`config.mk`:
```
export PLATFORM = sky130hd
export DESIGN_NAME = one_hot_codec_flat
export DESIGN_NICKNAME = d
export VERILOG_FILES = /design/src/rtl/one_hot_codec_pkg.sv /design/src/rtl/one_hot_codec_if.sv /design/src/rtl/one_hot_codec_skid.sv /design/src/rtl/one_hot_codec.sv /design/src/flat_wrapper.sv
export SDC_FILE = /design/constraint.sdc
export NUM_CORES = 1
export LEC_CHECK = 0
export ABC_AREA = 1
export CAP_MARGIN = 20
export CORE_MARGIN = 2
export CORE_UTILIZATION = 45
export DETAILED_ROUTE_END_ITERATION = 8
export GPL_ROUTABILITY_DRIVEN = 0
export PLACE_DENSITY = 0.74
export RECOVER_POWER = 100
export SYNTH_ARGS = -nofsm -noshare
export SYNTH_HDL_FRONTEND = slang
export SYNTH_HIERARCHICAL = 1
export SYNTH_SLANG_ARGS = --single-unit
```
`constraint.sdc`:
```
create_clock -name clk -period 6.5 [get_ports clk]
set_clock_uncertainty 0.2 [all_clocks]
set_input_delay 1.95 -clock clk [delete_from_list [all_inputs] [get_ports clk]]
set_output_delay 1.95 -clock clk [all_outputs]
set_load 0.01 [all_outputs]
```
`src/rtl/one_hot_codec_pkg.sv`:
```
// Shared types for the one-hot encoder/decoder.
// Latency: none (type and constant definitions only).
// Backpressure: not applicable.
// Contents: codec_mode_e selects encode or decode. codec_item_t is one buffered result.
package one_hot_codec_pkg;

  typedef enum logic {
    ENCODE = 1'b0,
    DECODE = 1'b1
  } codec_mode_e;

  // A package cannot be parametrised, so the item struct carries a data field
  // wide enough for any supported OUTPUT_WIDTH. Users slice the low bits they need.
  localparam int unsigned CODEC_MAX_W = 64;

  typedef struct packed {
    logic                   err;
    logic [CODEC_MAX_W-1:0] data;
  } codec_item_t;

endpackage

```
`src/rtl/one_hot_codec_if.sv`:
```
// Valid/ready bus for the one-hot codec: the input item channel, the result channel and the error count.
// Latency: none (wiring only).
// Backpressure: in_ready and out_ready carry the flow control of each channel.
// The slave modport is the codec's view. The master modport is the producer/consumer view.
interface one_hot_codec_if #(
  parameter int INPUT_WIDTH   = 3,
  parameter int OUTPUT_WIDTH  = 1 << INPUT_WIDTH,
  parameter int ERR_CNT_WIDTH = 16
) ();

  logic                     in_valid;
  logic                     in_ready;
  logic                     in_mode;
  logic [OUTPUT_WIDTH-1:0]  in_data;
  logic                     out_valid;
  logic                     out_ready;
  logic [OUTPUT_WIDTH-1:0]  out_data;
  logic                     out_err;
  logic [ERR_CNT_WIDTH-1:0] err_count;

  modport slave (
    input  in_valid, in_mode, in_data, out_ready,
    output in_ready, out_valid, out_data, out_err, err_count
  );

  modport master (
    output in_valid, in_mode, in_data, out_ready,
    input  in_ready, out_valid, out_data, out_err, err_count
  );

endinterface

```
`src/rtl/one_hot_codec_skid.sv`:
```
// Two-entry valid/ready buffer: an output register backed by one skid register.
// Latency: 1 cycle from accept to out_valid when the output is empty or draining.
// Backpressure: in_ready is a flop equal to !skid_full. It never depends combinationally on out_ready.
// Ports: clk/rst_n (sync, active-low); in_valid/in_ready/in_data; out_valid/out_ready/out_data.
module one_hot_codec_skid #(
  parameter int WIDTH = 9
) (
  input  logic             clk,
  input  logic             rst_n,
  input  logic             in_valid,
  output logic             in_ready,
  input  logic [WIDTH-1:0] in_data,
  output logic             out_valid,
  input  logic             out_ready,
  output logic [WIDTH-1:0] out_data
);

  logic             out_vld_q, out_vld_d;
  logic [WIDTH-1:0] out_dat_q, out_dat_d;
  logic             skid_vld_q, skid_vld_d;
  logic [WIDTH-1:0] skid_dat_q, skid_dat_d;
  logic             in_rdy_q, in_rdy_d;

  logic accept;
  logic drain;

  assign accept = in_valid && in_rdy_q;
  assign drain  = out_vld_q && out_ready;

  always_comb begin
    out_vld_d  = out_vld_q;
    out_dat_d  = out_dat_q;
    skid_vld_d = skid_vld_q;
    skid_dat_d = skid_dat_q;

    if (skid_vld_q) begin
      // in_ready is low while the skid register is full, so no accept can
      // happen here. A drain promotes the skid entry into the output register.
      if (drain) begin
        out_dat_d  = skid_dat_q;
        skid_vld_d = 1'b0;
      end
    end else if (!out_vld_q || drain) begin
      // The output register is free this cycle, so a new item loads it directly.
      out_vld_d = accept;
      if (accept) begin
        out_dat_d = in_data;
      end
    end else if (accept) begin
      // The output is stalled. Park the item in the skid register.
      skid_vld_d = 1'b1;
      skid_dat_d = in_data;
    end

    in_rdy_d = !skid_vld_d;
  end

  always_ff @(posedge clk) begin
    if (!rst_n) begin
      out_vld_q  <= 1'b0;
      out_dat_q  <= '0;
      skid_vld_q <= 1'b0;
      skid_dat_q <= '0;
      in_rdy_q   <= 1'b0;
    end else begin
      out_vld_q  <= out_vld_d;
      out_dat_q  <= out_dat_d;
      skid_vld_q <= skid_vld_d;
      skid_dat_q <= skid_dat_d;
      in_rdy_q   <= in_rdy_d;
    end
  end

  assign in_ready  = in_rdy_q;
  assign out_valid = out_vld_q;
  assign out_data  = out_dat_q;

endmodule

```
`src/rtl/one_hot_codec.sv`:
```
// Per-item one-hot codec: ENCODE turns a binary index into one-hot; DECODE turns one-hot into a binary index and flags bad input.
// Latency: 1 cycle (combinational codec feeding a 2-entry skid buffer).
// Backpressure: absorbs one extra item while the output is stalled, then drops in_ready.
// Ports: clk, rst_n (sync, active-low); bus (slave) carries both valid/ready channels and err_count.
module one_hot_codec
  import one_hot_codec_pkg::*;
#(
  parameter int INPUT_WIDTH   = 3,
  parameter int OUTPUT_WIDTH  = 1 << INPUT_WIDTH,
  parameter int ERR_CNT_WIDTH = 16
) (
  input  logic             clk,
  input  logic             rst_n,
  one_hot_codec_if.slave   bus
);

  localparam int PAY_W = OUTPUT_WIDTH + 1;

  codec_mode_e              mode;
  codec_item_t              item_d;
  logic [INPUT_WIDTH-1:0]   low_idx;
  logic                     accept;
  logic [PAY_W-1:0]         skid_out;
  logic [ERR_CNT_WIDTH-1:0] err_cnt_q, err_cnt_d;
  logic                     unused_data_hi;

  assign mode = codec_mode_e'(bus.in_mode);

  // Scan from the top down so that the last hit is the lowest set bit.
  always_comb begin
    low_idx = '0;
    for (int i = OUTPUT_WIDTH - 1; i >= 0; i--) begin
      if (bus.in_data[i]) begin
        low_idx = INPUT_WIDTH'(i);
      end
    end
  end

  always_comb begin
    item_d = '0;
    if (mode == ENCODE) begin
      item_d.data = CODEC_MAX_W'(1) << bus.in_data[INPUT_WIDTH-1:0];
    end else begin
      // Zero set bits leave low_idx at 0, which is the required result.
      item_d.data = CODEC_MAX_W'(low_idx);
      item_d.err  = ($countones(bus.in_data) != 1);
    end
  end

  // The bits of the struct above OUTPUT_WIDTH are always zero and are never buffered.
  assign unused_data_hi = |(item_d.data >> OUTPUT_WIDTH);

  one_hot_codec_skid #(
    .WIDTH (PAY_W)
  ) u_skid (
    .clk       (clk),
    .rst_n     (rst_n),
    .in_valid  (bus.in_valid),
    .in_ready  (bus.in_ready),
    .in_data   ({item_d.err, item_d.data[OUTPUT_WIDTH-1:0]}),
    .out_valid (bus.out_valid),
    .out_ready (bus.out_ready),
    .out_data  (skid_out)
  );

  assign bus.out_err  = skid_out[PAY_W-1];
  assign bus.out_data = skid_out[OUTPUT_WIDTH-1:0];

  // Errors are counted when the item is accepted, not when it drains.
  // The counter saturates at all-ones.
  assign accept = bus.in_valid && bus.in_ready;

  always_comb begin
    err_cnt_d = err_cnt_q;
    if (accept && (mode == DECODE) && item_d.err && (err_cnt_q != '1)) begin
      err_cnt_d = err_cnt_q + 1'b1;
    end
  end

  always_ff @(posedge clk) begin
    if (!rst_n) begin
      err_cnt_q <= '0;
    end else begin
      err_cnt_q <= err_cnt_d;
    end
  end

  assign bus.err_count = err_cnt_q;

endmodule

```
`src/flat_wrapper.sv`:
```
// flat-port wrapper written by rule: the top's interface ports become plain ports
module one_hot_codec_flat import one_hot_codec_pkg::*;
#(
  parameter int INPUT_WIDTH   = 3,
  parameter int OUTPUT_WIDTH  = 1 << INPUT_WIDTH,
  parameter int ERR_CNT_WIDTH = 16
)
  (clk, rst_n, bus_in_valid, bus_in_mode, bus_in_data, bus_out_ready, bus_in_ready, bus_out_valid, bus_out_data, bus_out_err, bus_err_count);
  one_hot_codec_if #(.INPUT_WIDTH(INPUT_WIDTH), .OUTPUT_WIDTH(OUTPUT_WIDTH), .ERR_CNT_WIDTH(ERR_CNT_WIDTH)) bus_i ();
  input  logic clk;
  input  logic rst_n;
  input wire logic [$bits(bus_i.in_valid)-1:0] bus_in_valid;
  input wire logic [$bits(bus_i.in_mode)-1:0] bus_in_mode;
  input wire logic [$bits(bus_i.in_data)-1:0] bus_in_data;
  input wire logic [$bits(bus_i.out_ready)-1:0] bus_out_ready;
  output wire logic [$bits(bus_i.in_ready)-1:0] bus_in_ready;
  output wire logic [$bits(bus_i.out_valid)-1:0] bus_out_valid;
  output wire logic [$bits(bus_i.out_data)-1:0] bus_out_data;
  output wire logic [$bits(bus_i.out_err)-1:0] bus_out_err;
  output wire logic [$bits(bus_i.err_count)-1:0] bus_err_count;
  assign bus_i.in_valid = bus_in_valid;
  assign bus_i.in_mode = bus_in_mode;
  assign bus_i.in_data = bus_in_data;
  assign bus_i.out_ready = bus_out_ready;
  assign bus_in_ready = bus_i.in_ready;
  assign bus_out_valid = bus_i.out_valid;
  assign bus_out_data = bus_i.out_data;
  assign bus_out_err = bus_i.out_err;
  assign bus_err_count = bus_i.err_count;
  one_hot_codec #(.INPUT_WIDTH(INPUT_WIDTH), .OUTPUT_WIDTH(OUTPUT_WIDTH), .ERR_CNT_WIDTH(ERR_CNT_WIDTH)) u_core (.clk(clk), .rst_n(rst_n), .bus(bus_i));
endmodule
```
==> run summary <==
========================================================================================
Status                                                                      finished, final reports clean
Core occupancy in the finished layout                                             56.74%
Antenna-violating nets left                                                            0
Slew HR                                                                           12.63%
Global-route wire length before repair                                           9508 um
Most common cell after layout, fill and taps aside                          sky130_fd_sc_hd__nand2_1
Reg2Reg Capture Point                                                       u_core/bus.err_count[0]
HPWL reported at the end of detailed placement                                   4001 um
Via count of the first global-routing pass                                         2,205
Number of setup buffers added after CTS                                                0
Detail-routed net length per standard cell                                      11.32 um
Maximum clock rate                                                             171.0 MHz
Number of hold-slack violations in the final timing report                             0
Number of hold buffers added after cts                                                 0
Start point of the critical path                                            bus_in_data[1]
Crit path launch type                                                       primary input
Final setup slack of the worst path                                            0.6508 ns
Chip height                                                                     76.72 um
Total non-filler cell area in the finished layout                           0.002898 sq mm
Critical path's slowest cell                                                sky130_fd_sc_hd__dlygate4sd3_1
Worst IR drop on VDD                                                            131.6 uV
Met2 Use GR                                                                       35.61%
Global routing usage on met3                                                      4.118%
CTS root buf                                                                sky130_fd_sc_hd__clkbuf_8
Total gr overflow                                                                      0
Number of violations of the max-capacitance limit                                      0
Most Used Layer, Global Route                                                       met2
DRC violation count after routing                                                      0
Mapped Nets                                                                          386
Via-to-Cell Ratio                                                                  4.879
Number of detailed-route iterations in the first pass                                  4
Via count of the routed design                                                     2,298
Slew Limit Fails                                                                       0
Critical path start-end classification                                            in2reg
Netlist cell types                                                                    34
CTS Buf Count                                                                          5
R2R cell count                                                                         8
Count of cells resized by post-cts repair                                              0
Buffer depth of the longest clock path                                                 2
Per-instance average area after synthesis                                    6.592 sq um
Critical register-to-register path startpoint                               u_core/bus.err_count[0]
Clock tree sinks                                                                      37
1st-iter DRT viols                                                                   155
Maximum fanout count along the critical path                                          10
Critical Path AT                                                                 5.86 ns
Area of the die                                                             0.005886 sq mm
Kind of capture point of the worst setup path                                       flop
Post-route setup TNS                                                                0 ns
Cell count along the critical path                                                    16
Post-synthesis instance area                                                0.002380 sq mm
Mapped Cells                                                                         361
Min-Delay Path Class                                                             reg2reg
Top-Level Pins                                                                        40
Fraction of final layout cells sized beyond drive strength 1                      7.232%
Cell taking the most area after synthesis                                   sky130_fd_sc_hd__dfxtp_1
Flip-flop and latch count after synthesis                                             37
Filler cells                                                                         515
Clk slew on worst S/H paths                                                      0.07 ns
Clock period minus worst slack                                                  5.849 ns
Worst slack at placement                                                       0.5176 ns
Number of synthesis warnings                                                           6
Row Count                                                                             26
Register-to-register path setup slack                                            4.46 ns
Ratio of total power to cell area                                           182.9 mW/mm^2
Crit path capture                                                           u_core/bus.err_count[0]
Final layout net count                                                               426
Least-Margin Pin Slew                                                           1.311 ns
Ratio of final minimum period to clock period                                     89.99%
Total of buffers placed on input and output ports                                     39
Area of the core                                                            0.005107 sq mm
Setup repair after global routing missed its margin                                   no
Global-route met1 utilization                                                     22.48%
Number of setup violations in the final report                                         0
Dpl cell area                                                               0.002803 sq mm
Crit-path most repeated cell                                                sky130_fd_sc_hd__fa_1
Static power due to leakage                                                     1.329 nW
Most used cells in the layout excluding fill and tap cells                  sky130_fd_sc_hd__nand2_1, sky130_fd_sc_hd__nor2_1, sky130_fd_sc_hd__inv_1
Initial core utilization                                                          46.59%
Top post-synthesis cells by area                                            sky130_fd_sc_hd__dfxtp_1, sky130_fd_sc_hd__nand2_1, sky130_fd_sc_hd__nor2_1
Tot GR Track Use                                                                  19.47%
WP data required                                                                 6.51 ns
CP peak stage delay                                                              0.60 ns
Pin count of the biggest net entering global routing                                  30
Wire length after detailed routing                                               5330 um
Latest clock arrival within the worst-skew pair                                  0.28 ns
Critical path cell sequence                                                 dlygate4sd3_1, inv_1, fa_1, fa_1, fa_1, inv_1, ha_1, inv_1, fa_1, nand2_1, nor2_1, nand2_1, nand3_1, nor2_2, o21ai_0, nor2_1
Final antenna diode count                                                              0
Antenna violations before repair                                                       0
TritonCTS clock tree                                                                 yes
Die boundary width                                                              76.72 um
Category of cells accounting for the largest share of critical-path delay    adder cells
Sequential share of the synthesized area                                          31.13%
H-tree level count                                                                     2
Buffering stage count on the worst path with inverters included                        4
P&R area growth vs syn                                                            21.77%
Top-area cell type share of the netlist area                                      31.13%
========================================================================================
registers in the layout, indices dropped and copies added (netlist names):
register and flops:
u_core/u_skid/out_data 9, u_core/u_skid/skid_dat_q 9, u_core/bus.err_count 16, u_core/u_skid/out_valid 1, u_core/u_skid/in_ready 1, u_core/u_skid/skid_vld_q 1
report_power, final:
part / total (mW) / internal [mW] / switching (mW)
clock: 0.188 / 0.111 / 0.0761
sequential: 0.241 / 0.235 / 0.00615
combinational: 0.102 / 0.0424 / 0.0594
total: 0.530 / 0.388 / 0.142
per-stage QoR:
stage / hold slack (ns) / instances / power, mW
after floorplan: 0.2402 / 361 / 0.3148
after global placement: 0.2482 / 464 / 0.3484
after detailed placement: 0.2620 / 464 / 0.3522
after CTS: 0.2791 / 471 / 0.5426
after global routing: 0.3200 / 471 / 0.5655
final: 0.2751 / 471 / 0.5301
worst min-delay path, delay by kind of cell (launching register included):
family,cells,cell delay [ns]
flops,1,0.33
simple gates,2,0.12
logic make-up after synthesis:
family          count (synthesis)  synth area share (%)
buf+inv                        60                 11.15
fa+ha+maj                      12                 7.571
simple gates                  204                 38.33
flops                          37                 31.13
compound gates                 44                 10.36
xor+xnor                        4                 1.472
cells in the mapped netlist:
library cell and n:
sky130_fd_sc_hd__o21bai_1 1, sky130_fd_sc_hd__o21ai_0 13, sky130_fd_sc_hd__buf_4 1, sky130_fd_sc_hd__nand3_1 21, sky130_fd_sc_hd__ha_1 8, sky130_fd_sc_hd__nand3_4 1, sky130_fd_sc_hd__nand4_4 1, sky130_fd_sc_hd__nand2_1 85
sky130_fd_sc_hd__nor2_1 73, sky130_fd_sc_hd__a21oi_1 14, sky130_fd_sc_hd__dfxtp_1 37, sky130_fd_sc_hd__nor2_8 1, sky130_fd_sc_hd__nor2_4 1, sky130_fd_sc_hd__fa_1 4, sky130_fd_sc_hd__inv_2 2, sky130_fd_sc_hd__nand3_2 1
sky130_fd_sc_hd__buf_12 1, sky130_fd_sc_hd__nor3b_1 1, sky130_fd_sc_hd__xor2_1 3, sky130_fd_sc_hd__a31oi_1 1, sky130_fd_sc_hd__buf_2 4, sky130_fd_sc_hd__inv_1 49, sky130_fd_sc_hd__nand2_2 4, sky130_fd_sc_hd__nor3_1 6
sky130_fd_sc_hd__xnor2_1 1, sky130_fd_sc_hd__nor2_2 4, sky130_fd_sc_hd__nor3_4 1, sky130_fd_sc_hd__nand2_4 1, sky130_fd_sc_hd__o21ai_2 5, sky130_fd_sc_hd__nand4_1 3, sky130_fd_sc_hd__buf_6 2, sky130_fd_sc_hd__clkinv_1 1
sky130_fd_sc_hd__o21ai_1 7, sky130_fd_sc_hd__o22ai_1 3
metal layers:
| layer | vias to the layer above | share of wire (%) | wire length (um) |
|---|---|---|---|
| met5 | - | 0 | 0 |
| met4 | 0 | 1.4 | 75 |
| met3 | 6 | 4.2 | 224 |
| met2 | 42 | 51 | 2736 |
| met1 | 1043 | 43 | 2294 |
| li1 | 1207 | - | - |
cell type report:
cell class                 count  area, sq um  share of cell area (%)
clock buffer                   5        68.82                   2.375
clock inverter                 2        35.03                   1.209
inverter                      52        195.2                   6.736
multi-input combinational    264         1369                   47.24
sequential                    37        740.7                   25.56
tap                           70        87.58                   3.022
timing repair buffer          41        401.6                   13.86
worst min-delay path by stage:
stage | start | end | slack [ns] | cells after the start
after floorplan | u_core/u_skid/skid_dat_q[0] | u_core/u_skid/skid_dat_q[0] | 0.24 | 2
after global placement | u_core/u_skid/skid_dat_q[4] | u_core/u_skid/skid_dat_q[4] | 0.25 | 2
after detailed placement | u_core/u_skid/skid_dat_q[7] | u_core/u_skid/skid_dat_q[7] | 0.26 | 2
after CTS | u_core/u_skid/skid_dat_q[7] | u_core/u_skid/skid_dat_q[7] | 0.28 | 2
after global routing | u_core/u_skid/skid_dat_q[2] | u_core/u_skid/skid_dat_q[2] | 0.32 | 2
final | u_core/u_skid/skid_dat_q[7] | u_core/u_skid/skid_dat_q[7] | 0.28 | 2
Note: power is estimated with default switching activity, not from simulation.
